## src/rtl/strand_select_stage_pkg.sv

```systemverilog
// Shared types and constants for the strand-select stage.
// Holds the per-strand run-state encoding, lane/holdoff widths and the
// NOP encoding driven on the instruction bus while no strand is issuing.
package strand_select_stage_pkg;

    localparam int STRANDS_PER_CORE   = 4;
    localparam int STRAND_INDEX_WIDTH = $clog2(STRANDS_PER_CORE);

    localparam int LANES         = 16;
    localparam int LANE_WIDTH    = 4;
    localparam int MC_HOLDOFF    = 3;
    localparam int HOLDOFF_WIDTH = 2;

    localparam logic [LANE_WIDTH-1:0] LAST_LANE       = LANE_WIDTH'(LANES - 1);
    localparam logic [31:0]           NOP_INSTRUCTION = 32'h0000_0000;

    typedef enum logic [1:0] {
        STRAND_DISABLED,
        STRAND_RUN,
        STRAND_SUSPENDED
    } strand_state_t;

endpackage

```

## src/rtl/strand_select_stage_if.sv

```systemverilog
// Fetch/rollback-facing bundle of the strand-select stage.
//   master : fetch, rollback controller and control registers (drive the
//            per-strand request vectors, receive the issued instruction)
//   slave  : the strand-select stage itself
// ss_instruction_req is combinational; all other ss_* are registered.
interface strand_select_stage_if;
    import strand_select_stage_pkg::*;

    logic [STRANDS_PER_CORE-1:0]                 strand_enable;
    logic [STRANDS_PER_CORE-1:0]                 if_instruction_valid;
    logic [STRANDS_PER_CORE-1:0][31:0]           if_instruction;
    logic [STRANDS_PER_CORE-1:0][31:0]           if_pc;
    logic [STRANDS_PER_CORE-1:0]                 if_multi_cycle;
    logic [STRANDS_PER_CORE-1:0]                 if_multi_lane;
    logic [STRANDS_PER_CORE-1:0]                 rb_rollback_strand;
    logic [STRANDS_PER_CORE-1:0][LANE_WIDTH-1:0] rb_rollback_reg_lane;
    logic [STRANDS_PER_CORE-1:0]                 rb_suspend_strand;
    logic [STRANDS_PER_CORE-1:0]                 rb_retry_strand;
    logic [STRANDS_PER_CORE-1:0]                 resume_strand;

    logic [STRANDS_PER_CORE-1:0]                 ss_instruction_req;
    logic                                        ss_valid;
    logic [STRAND_INDEX_WIDTH-1:0]               ss_strand;
    logic [31:0]                                 ss_instruction;
    logic [31:0]                                 ss_pc;
    logic [LANE_WIDTH-1:0]                       ss_reg_lane_select;

    modport master (
        output strand_enable, if_instruction_valid, if_instruction, if_pc,
               if_multi_cycle, if_multi_lane, rb_rollback_strand,
               rb_rollback_reg_lane, rb_suspend_strand, rb_retry_strand,
               resume_strand,
        input  ss_instruction_req, ss_valid, ss_strand, ss_instruction,
               ss_pc, ss_reg_lane_select
    );

    modport slave (
        input  strand_enable, if_instruction_valid, if_instruction, if_pc,
               if_multi_cycle, if_multi_lane, rb_rollback_strand,
               rb_rollback_reg_lane, rb_suspend_strand, rb_retry_strand,
               resume_strand,
        output ss_instruction_req, ss_valid, ss_strand, ss_instruction,
               ss_pc, ss_reg_lane_select
    );

endinterface

```

## src/rtl/strand_select_stage_strand_fsm.sv

```systemverilog
// Per-strand bookkeeping: run state, vector lane counter and multi-cycle
// holdoff. Reports whether the strand may be granted this cycle and whether
// a grant pops its instruction out of fetch.
// Ports:
//   clk, reset_n          clock, async active-low reset
//   strand_enable_i       control-register enable
//   instruction_valid_i   fetch holds an instruction for this strand
//   multi_cycle_i         predecode: multi-cycle instruction
//   multi_lane_i          predecode: issue once per vector lane
//   rollback_i            rollback this cycle
//   rollback_lane_i       lane to restart from after rollback
//   suspend_i, retry_i    rollback qualifiers
//   resume_i              wake-up from the memory system
//   grant_i               arbiter picked this strand
//   eligible_o            strand may be granted this cycle
//   pop_o                 grant consumes the fetched instruction
//   lane_o                lane to issue with (0 for non-multi-lane)
module strand_fsm
    import strand_select_stage_pkg::*;
(
    input  logic                  clk,
    input  logic                  reset_n,
    input  logic                  strand_enable_i,
    input  logic                  instruction_valid_i,
    input  logic                  multi_cycle_i,
    input  logic                  multi_lane_i,
    input  logic                  rollback_i,
    input  logic [LANE_WIDTH-1:0] rollback_lane_i,
    input  logic                  suspend_i,
    input  logic                  retry_i,
    input  logic                  resume_i,
    input  logic                  grant_i,
    output logic                  eligible_o,
    output logic                  pop_o,
    output logic [LANE_WIDTH-1:0] lane_o
);

    strand_state_t              state_q, state_d;
    logic [LANE_WIDTH-1:0]      lane_q, lane_d;
    logic [HOLDOFF_WIDTH-1:0]   holdoff_q, holdoff_d;

    // NOTE: state registers use non-blocking assignments so every flop
    // samples the pre-edge value regardless of statement order.
    always_ff @(posedge clk or negedge reset_n) begin
        if (!reset_n) begin
            state_q   <= STRAND_DISABLED;
            lane_q    <= '0;
            holdoff_q <= '0;
        end else begin
            state_q   <= state_d;
            lane_q    <= lane_d;
            holdoff_q <= holdoff_d;
        end
    end

    // NOTE: every next-state value gets a default first so no path through
    // the block leaves it unassigned and infers a latch.
    always_comb begin
        state_d = state_q;
        if (!strand_enable_i) begin
            state_d = STRAND_DISABLED;
        end else begin
            unique case (state_q)
                STRAND_DISABLED:  state_d = STRAND_RUN;
                STRAND_RUN:       if (rollback_i && suspend_i && !retry_i && !resume_i)
                                      state_d = STRAND_SUSPENDED;
                STRAND_SUSPENDED: if (resume_i) state_d = STRAND_RUN;
                default:          state_d = STRAND_DISABLED;
            endcase
        end
    end

    always_comb begin
        lane_d = lane_q;
        if (rollback_i)
            lane_d = rollback_lane_i;
        else if (grant_i && multi_lane_i)
            lane_d = (lane_q == LAST_LANE) ? '0 : lane_q + 1'b1;
    end

    // Holdoff keeps counting through rollbacks; only a new multi-cycle
    // grant reloads it.
    always_comb begin
        holdoff_d = holdoff_q;
        if (grant_i && multi_cycle_i)
            holdoff_d = HOLDOFF_WIDTH'(MC_HOLDOFF);
        else if (holdoff_q != '0)
            holdoff_d = holdoff_q - 1'b1;
    end

    // A rollback in the same cycle masks the strand, so it can never be
    // granted while its lane is being rewound.
    assign eligible_o = (state_q == STRAND_RUN) && instruction_valid_i &&
                        (holdoff_q == '0) && !rollback_i;

    // Multi-lane instructions stay in fetch until their final lane issues.
    assign pop_o  = grant_i && (!multi_lane_i || (lane_q == LAST_LANE));
    assign lane_o = multi_lane_i ? lane_q : '0;

endmodule

```

## src/rtl/strand_select_stage.sv

```systemverilog
// Strand-select stage: round-robin picks one eligible strand per cycle and
// registers its fetched instruction toward decode.
// Ports:
//   clk      core clock
//   reset_n  asynchronous reset, active low
//   bus      strand_select_stage_if.slave (fetch/rollback inputs, ss_* outputs)
module strand_select_stage
    import strand_select_stage_pkg::*;
(
    input  logic                  clk,
    input  logic                  reset_n,
    strand_select_stage_if.slave  bus
);

    logic [STRANDS_PER_CORE-1:0]                 eligible;
    logic [STRANDS_PER_CORE-1:0]                 pop;
    logic [STRANDS_PER_CORE-1:0]                 grant;
    logic [STRANDS_PER_CORE-1:0][LANE_WIDTH-1:0] lane;

    for (genvar s = 0; s < STRANDS_PER_CORE; s++) begin : g_strand
        strand_fsm u_strand_fsm (
            .clk                 (clk),
            .reset_n             (reset_n),
            .strand_enable_i     (bus.strand_enable[s]),
            .instruction_valid_i (bus.if_instruction_valid[s]),
            .multi_cycle_i       (bus.if_multi_cycle[s]),
            .multi_lane_i        (bus.if_multi_lane[s]),
            .rollback_i          (bus.rb_rollback_strand[s]),
            .rollback_lane_i     (bus.rb_rollback_reg_lane[s]),
            .suspend_i           (bus.rb_suspend_strand[s]),
            .retry_i             (bus.rb_retry_strand[s]),
            .resume_i            (bus.resume_strand[s]),
            .grant_i             (grant[s]),
            .eligible_o          (eligible[s]),
            .pop_o               (pop[s]),
            .lane_o              (lane[s])
        );
    end

    logic [STRAND_INDEX_WIDTH-1:0] rr_ptr_q, rr_ptr_d;
    logic [STRAND_INDEX_WIDTH-1:0] grant_idx, candidate;
    logic                          grant_any;

    // Search starts one past the last grant; the index wraps naturally
    // because the strand count is a power of two.
    always_comb begin
        grant_any = 1'b0;
        grant_idx = '0;
        candidate = '0;
        for (int i = 1; i <= STRANDS_PER_CORE; i++) begin
            candidate = rr_ptr_q + STRAND_INDEX_WIDTH'(i);
            if (!grant_any && eligible[candidate]) begin
                grant_any = 1'b1;
                grant_idx = candidate;
            end
        end
        grant            = '0;
        grant[grant_idx] = grant_any;
        rr_ptr_d         = grant_any ? grant_idx : rr_ptr_q;
    end

    logic                          ss_valid_q, ss_valid_d;
    logic [STRAND_INDEX_WIDTH-1:0] ss_strand_q, ss_strand_d;
    logic [31:0]                   ss_instruction_q, ss_instruction_d;
    logic [31:0]                   ss_pc_q, ss_pc_d;
    logic [LANE_WIDTH-1:0]         ss_lane_q, ss_lane_d;

    // Idle cycles present a clean NOP with every field zeroed.
    always_comb begin
        ss_valid_d       = grant_any;
        ss_strand_d      = '0;
        ss_instruction_d = NOP_INSTRUCTION;
        ss_pc_d          = '0;
        ss_lane_d        = '0;
        if (grant_any) begin
            ss_strand_d      = grant_idx;
            ss_instruction_d = bus.if_instruction[grant_idx];
            ss_pc_d          = bus.if_pc[grant_idx];
            ss_lane_d        = lane[grant_idx];
        end
    end

    always_ff @(posedge clk or negedge reset_n) begin
        if (!reset_n) begin
            rr_ptr_q         <= '0;
            ss_valid_q       <= 1'b0;
            ss_strand_q      <= '0;
            ss_instruction_q <= NOP_INSTRUCTION;
            ss_pc_q          <= '0;
            ss_lane_q        <= '0;
        end else begin
            rr_ptr_q         <= rr_ptr_d;
            ss_valid_q       <= ss_valid_d;
            ss_strand_q      <= ss_strand_d;
            ss_instruction_q <= ss_instruction_d;
            ss_pc_q          <= ss_pc_d;
            ss_lane_q        <= ss_lane_d;
        end
    end

    assign bus.ss_instruction_req = pop;
    assign bus.ss_valid           = ss_valid_q;
    assign bus.ss_strand          = ss_strand_q;
    assign bus.ss_instruction     = ss_instruction_q;
    assign bus.ss_pc              = ss_pc_q;
    assign bus.ss_reg_lane_select = ss_lane_q;

endmodule

```

## src/flat_wrapper.sv

```systemverilog
// flat-port wrapper written by rule: the top's interface ports become plain ports
module strand_select_stage_flat import strand_select_stage_pkg::*;
  (clk, reset_n, bus_strand_enable, bus_if_instruction_valid, bus_if_instruction, bus_if_pc, bus_if_multi_cycle, bus_if_multi_lane, bus_rb_rollback_strand, bus_rb_rollback_reg_lane, bus_rb_suspend_strand, bus_rb_retry_strand, bus_resume_strand, bus_ss_instruction_req, bus_ss_valid, bus_ss_strand, bus_ss_instruction, bus_ss_pc, bus_ss_reg_lane_select);
  strand_select_stage_if bus_i ();
  input  logic clk;
  input  logic reset_n;
  input wire logic [$bits(bus_i.strand_enable)-1:0] bus_strand_enable;
  input wire logic [$bits(bus_i.if_instruction_valid)-1:0] bus_if_instruction_valid;
  input wire logic [$bits(bus_i.if_instruction)-1:0] bus_if_instruction;
  input wire logic [$bits(bus_i.if_pc)-1:0] bus_if_pc;
  input wire logic [$bits(bus_i.if_multi_cycle)-1:0] bus_if_multi_cycle;
  input wire logic [$bits(bus_i.if_multi_lane)-1:0] bus_if_multi_lane;
  input wire logic [$bits(bus_i.rb_rollback_strand)-1:0] bus_rb_rollback_strand;
  input wire logic [$bits(bus_i.rb_rollback_reg_lane)-1:0] bus_rb_rollback_reg_lane;
  input wire logic [$bits(bus_i.rb_suspend_strand)-1:0] bus_rb_suspend_strand;
  input wire logic [$bits(bus_i.rb_retry_strand)-1:0] bus_rb_retry_strand;
  input wire logic [$bits(bus_i.resume_strand)-1:0] bus_resume_strand;
  output wire logic [$bits(bus_i.ss_instruction_req)-1:0] bus_ss_instruction_req;
  output wire logic [$bits(bus_i.ss_valid)-1:0] bus_ss_valid;
  output wire logic [$bits(bus_i.ss_strand)-1:0] bus_ss_strand;
  output wire logic [$bits(bus_i.ss_instruction)-1:0] bus_ss_instruction;
  output wire logic [$bits(bus_i.ss_pc)-1:0] bus_ss_pc;
  output wire logic [$bits(bus_i.ss_reg_lane_select)-1:0] bus_ss_reg_lane_select;
  assign bus_i.strand_enable = bus_strand_enable;
  assign bus_i.if_instruction_valid = bus_if_instruction_valid;
  assign bus_i.if_instruction = bus_if_instruction;
  assign bus_i.if_pc = bus_if_pc;
  assign bus_i.if_multi_cycle = bus_if_multi_cycle;
  assign bus_i.if_multi_lane = bus_if_multi_lane;
  assign bus_i.rb_rollback_strand = bus_rb_rollback_strand;
  assign bus_i.rb_rollback_reg_lane = bus_rb_rollback_reg_lane;
  assign bus_i.rb_suspend_strand = bus_rb_suspend_strand;
  assign bus_i.rb_retry_strand = bus_rb_retry_strand;
  assign bus_i.resume_strand = bus_resume_strand;
  assign bus_ss_instruction_req = bus_i.ss_instruction_req;
  assign bus_ss_valid = bus_i.ss_valid;
  assign bus_ss_strand = bus_i.ss_strand;
  assign bus_ss_instruction = bus_i.ss_instruction;
  assign bus_ss_pc = bus_i.ss_pc;
  assign bus_ss_reg_lane_select = bus_i.ss_reg_lane_select;
  strand_select_stage u_core (.clk(clk), .reset_n(reset_n), .bus(bus_i));
endmodule
```

## config.mk

```make
export PLATFORM = sky130hd
export DESIGN_NAME = strand_select_stage_flat
export DESIGN_NICKNAME = d
export VERILOG_FILES = /design/src/rtl/strand_select_stage_pkg.sv /design/src/rtl/strand_select_stage_if.sv /design/src/rtl/strand_select_stage_strand_fsm.sv /design/src/rtl/strand_select_stage.sv /design/src/flat_wrapper.sv
export SDC_FILE = /design/constraint.sdc
export NUM_CORES = 1
export LEC_CHECK = 0
export CORE_AREA = 2 2 150 152
export CTS_CLUSTER_DIAMETER = 150
export DETAILED_ROUTE_END_ITERATION = 8
export DIE_AREA = 0 0 152 154
export GPL_TIMING_DRIVEN = 0
export HOLD_SLACK_MARGIN = 0.08
export PLACE_DENSITY = 0.63
export RECOVER_POWER = 100
export SLEW_MARGIN = 0
export SYNTH_ARGS = -nofsm -noshare
export SYNTH_HDL_FRONTEND = slang
export SYNTH_HIERARCHICAL = 1
export SYNTH_SLANG_ARGS = --single-unit
```

## constraint.sdc

```tcl
create_clock -name clk -period 3.03 [get_ports clk]
set_clock_uncertainty 0.1 [all_clocks]
set_input_delay 0.303 -clock clk [delete_from_list [all_inputs] [get_ports clk]]
set_output_delay 0.303 -clock clk [all_outputs]
set_load 0.1 [all_outputs]
```

==> results.md, run 1 <==
* Run status: finished, final reports clean
* Final Hold Viols at 0
* Slew Viols, Final at 0
* Max cap viols at 0
* Arrival @ worst endpoint at 2510 ps
* Wire length on met1 at 11800 um
* Vias per cell at 5.23
* Drt wl/cell at 20.8 um
* Antenna diodes at 0
* Fin crit period at 2910 ps
* Number of global-route vias before repair at 7294
* Routed Wire Length at 29200 um
* Area of the multi-input gates at 3140 sq um
* Placed Cells incl. Taps at 1384
* Critical-path top delay cell: dfrtp_1
* Clk sinks at 105
* Worst setup path class: flop to output pin
* Die width at 152 um
* Worst IR drop on VDD at 0.256 mV
* Post-synth top flop: dfrtp_1
* Actual slew at the worst max-slew pin at 1250 ps
* Clock buffer depth at 2
* Core area at 21700 sq um
* Met2 WL at 14600 um
* Synth Instances at 723
* First-pass GRT wire length at 43700 um
* RSZ-0062 raised after global routing: no
* Top Layer Used: met4
* Worst-path cell chain: inv_1 > ha_1 > and4b_4 > nor2b_1 > o21ai_2 > buf_12 > and3_4 > a21boi_4 > buf_12
* Setup TNS at 0 ps
* Final net count at 1431
* Synthesis-stage register bit count at 105
* EDFF count, synth at 0
* CP Launch Type: flop
* Max H-tree Level at 3
* # rows at 54
* Place WS at -1870 ps
* Critical path fanouts, max at 19
* GPL Wtd Cong at 0.921
* Synthesized cell area at 6050 sq um
* HPWL after detailed placement at 22500 um
* Area delta synth->final at 76.1%
* Synth cell types at 38
* Initial core utilization at 27.9%
* Antenna Violating Nets Remaining at 0
* CP most frequent cell: buf_12
* CP required at 2630 ps
* CP top delay family: simple AND/OR/NAND/NOR gates
* Worst hold path class: input pin to flop
* Register area at 2630 sq um
* Initial antenna violation count at 0
* Yosys warnings at 6
* Endpoints failing setup at 0
* Lkg Pwr at 4.53 nW
* Largest net degree at the start of global routing at 61
* # port buffers at 380
* GRT Overall Usage at 24.1%
* Avg Cell Area, Syn at 8.37 sq um
* Slew margin rel. at 16.6%
* 1st-pass router iterations at 5
* Asr flop ratio synth at 100%
* Fmax at 343 MHz
* Power Density at 532 nW/um^2
* Metal3 WL at 1810 um
* Iter 0 DRT Violations at 449
* Crit share post-route at 96.1%
* GRT overflow at 0
* Register area share after synthesis at 43.4%
* DRC Markers at 0
* CTS clk-pin slew, worst paths at 80 ps
* Die Y at 154 um
* Root Driver: clkbuf_16
* CP peak stage delay at 360 ps
* Crit path buf inv count at 3
* Clk_lat worst skew at 360 ps
* Worst Setup End Kind: output pin
* Fillers at 2102
* CTS buffer count at 9
* TritonCTS clock tree: yes
* Fin worst setup slack at 118 ps
* Die Footprint at 23400 sq um
* Via count at 7339
* Syn nets at 1037
* Share of layout cells above drive strength 1 at 7.40%
* IO Count at 381
* Layout Cells excl Fill at 1402
cell families after synthesis:
family	Yosys count	synth area share, %
fa+ha+maj	8	1.65
simple gates	452	40.4
flops	105	43.4
mux	8	1.32
xor+xnor	9	1.30
compound gates	59	6.03
buf+inv	82	5.93
cell usage in the layout, fill, tap and decap left out, drive strengths merged, types with 2 or more instances in the layout:
cell           netlist  final
clkdlybuf4s50        0    300
nand4              204    204
nand2              175    175
dfrtp              105    105
dlygate4sd3          0     76
clkbuf              38     50
buf                 29     35
o21ai               22     22
and2                20     20
nor2b               19     19
inv                 15     18
nand3               16     16
a21oi                9      9
xor2                 8      8
mux2i                8      8
ha                   8      8
or4                  5      5
o22ai                5      5
a21boi               5      5
nor4bb               4      4
a31oi                4      4
a22oi                4      4
o211ai               4      4
and4b                4      4
clkinv               0      2
nand2b               2      2
and3                 2      2
worst paths after layout:
kind / from / end / slack, ps / depth (start not counted)
worst min register to register: u_core/g_strand[1].u_strand_fsm/holdoff_q[1] / u_core/g_strand[1].u_strand_fsm/holdoff_q[1] / 400 / 2
worst max register to register: u_core/g_strand[2].u_strand_fsm/holdoff_q[0] / u_core/bus.ss_pc[16] / 300 / 10
max in group asynchronous: reset_n / u_core/bus.ss_instruction[7] / 580 / 3
min in group asynchronous: reset_n / u_core/g_strand[3].u_strand_fsm/state_q[0] / 620 / 2
worst min-delay path: bus_rb_rollback_reg_lane[5] / u_core/g_strand[1].u_strand_fsm/lane_q[1] / 390 / 3
worst max-delay path: u_core/g_strand[1].u_strand_fsm/holdoff_q[0] / bus_ss_instruction_req[0] / 120 / 9
Yosys cell counts (2+ instances only):
| library cell | number | area share (%) |
|---|---|---|
| nand2_1 | 175 | 11 |
| nor4bb_1 | 4 | 0.66 |
| dfrtp_1 | 105 | 43 |
| and3_1 | 2 | 0.21 |
| mux2i_1 | 8 | 1.3 |
| a21oi_1 | 9 | 0.74 |
| nor2b_1 | 19 | 2.0 |
| buf_4 | 4 | 0.50 |
| ha_1 | 8 | 1.7 |
| o21ai_1 | 12 | 0.99 |
| clkbuf_1 | 38 | 2.4 |
| nand3_2 | 4 | 0.66 |
| a31oi_1 | 4 | 0.41 |
| and4b_1 | 4 | 0.66 |
| nand4_1 | 204 | 21 |
| buf_2 | 23 | 1.9 |
| a22oi_1 | 4 | 0.50 |
| xor2_1 | 8 | 1.2 |
| and2_2 | 16 | 2.0 |
| o22ai_1 | 5 | 0.52 |
| nand3_1 | 12 | 0.99 |
| nand2b_1 | 2 | 0.21 |
| o211ai_1 | 4 | 0.50 |
| o21ai_0 | 10 | 0.83 |
| a21boi_0 | 5 | 0.62 |
| or4_1 | 5 | 0.62 |
| inv_1 | 15 | 0.93 |
| and2_1 | 4 | 0.41 |
tightest hold or removal path: cells and delay by family:
kind / cells / cell delay (ps)
AO/OA/AOI/OAI: 1 / 60
buffers and inverters: 1 / 400
AND/OR/NAND/NOR: 1 / 50
area by class of cell:
class / instances / share of cell area [%]
Timing Repair Buffer: 387 / 36.3
Multi-Input combinational cell: 536 / 29.4
Tap cell: 280 / 3.29
Sequential cell: 105 / 24.6
Clock inverter: 5 / 0.340
Clock buffer: 11 / 2.37
Inverter: 15 / 0.528
Buffer: 63 / 3.13
metal layers:
metal / vias up / GRT usage [%]
met1: 3521 / 28.9
li1: 3448 / -
met3: 61 / 5.67
met2: 309 / 41.8
met5: - / 0
met4: 0 / 9.75
what timing repair did:
action / in CTS / in global routing
hold endpoints to repair: 45 / 0
hold buffers: 1 / 0
pin swaps: 4 / 1
gates resized for setup: 60 / 7
setup buffers: 3 / 2
setup endpoints to repair: 17 / 4
per-stage QoR:
step                util (%)  hold WS, ps  total power, mW  instance area [sq um]
floorplan                  -        -92.6             3.49                   6080
global placement        47.2          386             4.51                  10200
detailed placement      47.3          185             4.54                  10300
CTS                     49.3          361             5.79                  10700
global route            49.2          392             5.93                  10700
finish                  49.2          390             5.68                  10700
where the power goes:
group          internal (mW)  leakage (nW)  switching [mW]
logic                  0.874          3.00            1.87
registers               1.64          1.39           0.106
clock network          0.611         0.147           0.579
state kept, by name, summed over array words and instances, names as in the netlist:
signal	count
u_core/bus.ss_instruction	32
u_core/bus.ss_pc	32
u_core/bus.ss_reg_lane_select	4
u_core/bus.ss_strand	2
u_core/bus.ss_valid	1
u_core/g_strand.u_strand_fsm/holdoff_q	8
u_core/g_strand.u_strand_fsm/lane_q	16
u_core/g_strand.u_strand_fsm/state_q	8
u_core/rr_ptr_q	2
(Power assumes the default switching activity.)
==> run 2: changes to the inputs <==
--- a/config.mk
+++ b/config.mk
@@ -7,6 +7,7 @@
 export LEC_CHECK = 0
 export CORE_AREA = 2 2 150 152
 export CTS_CLUSTER_DIAMETER = 150
+export CTS_CLUSTER_SIZE = 14
 export DETAILED_ROUTE_END_ITERATION = 8
 export DIE_AREA = 0 0 152 154
 export GPL_TIMING_DRIVEN = 0
==> results of run 2 <==
Same layout as run 1: the final DEF is identical, and so are final timing and power.
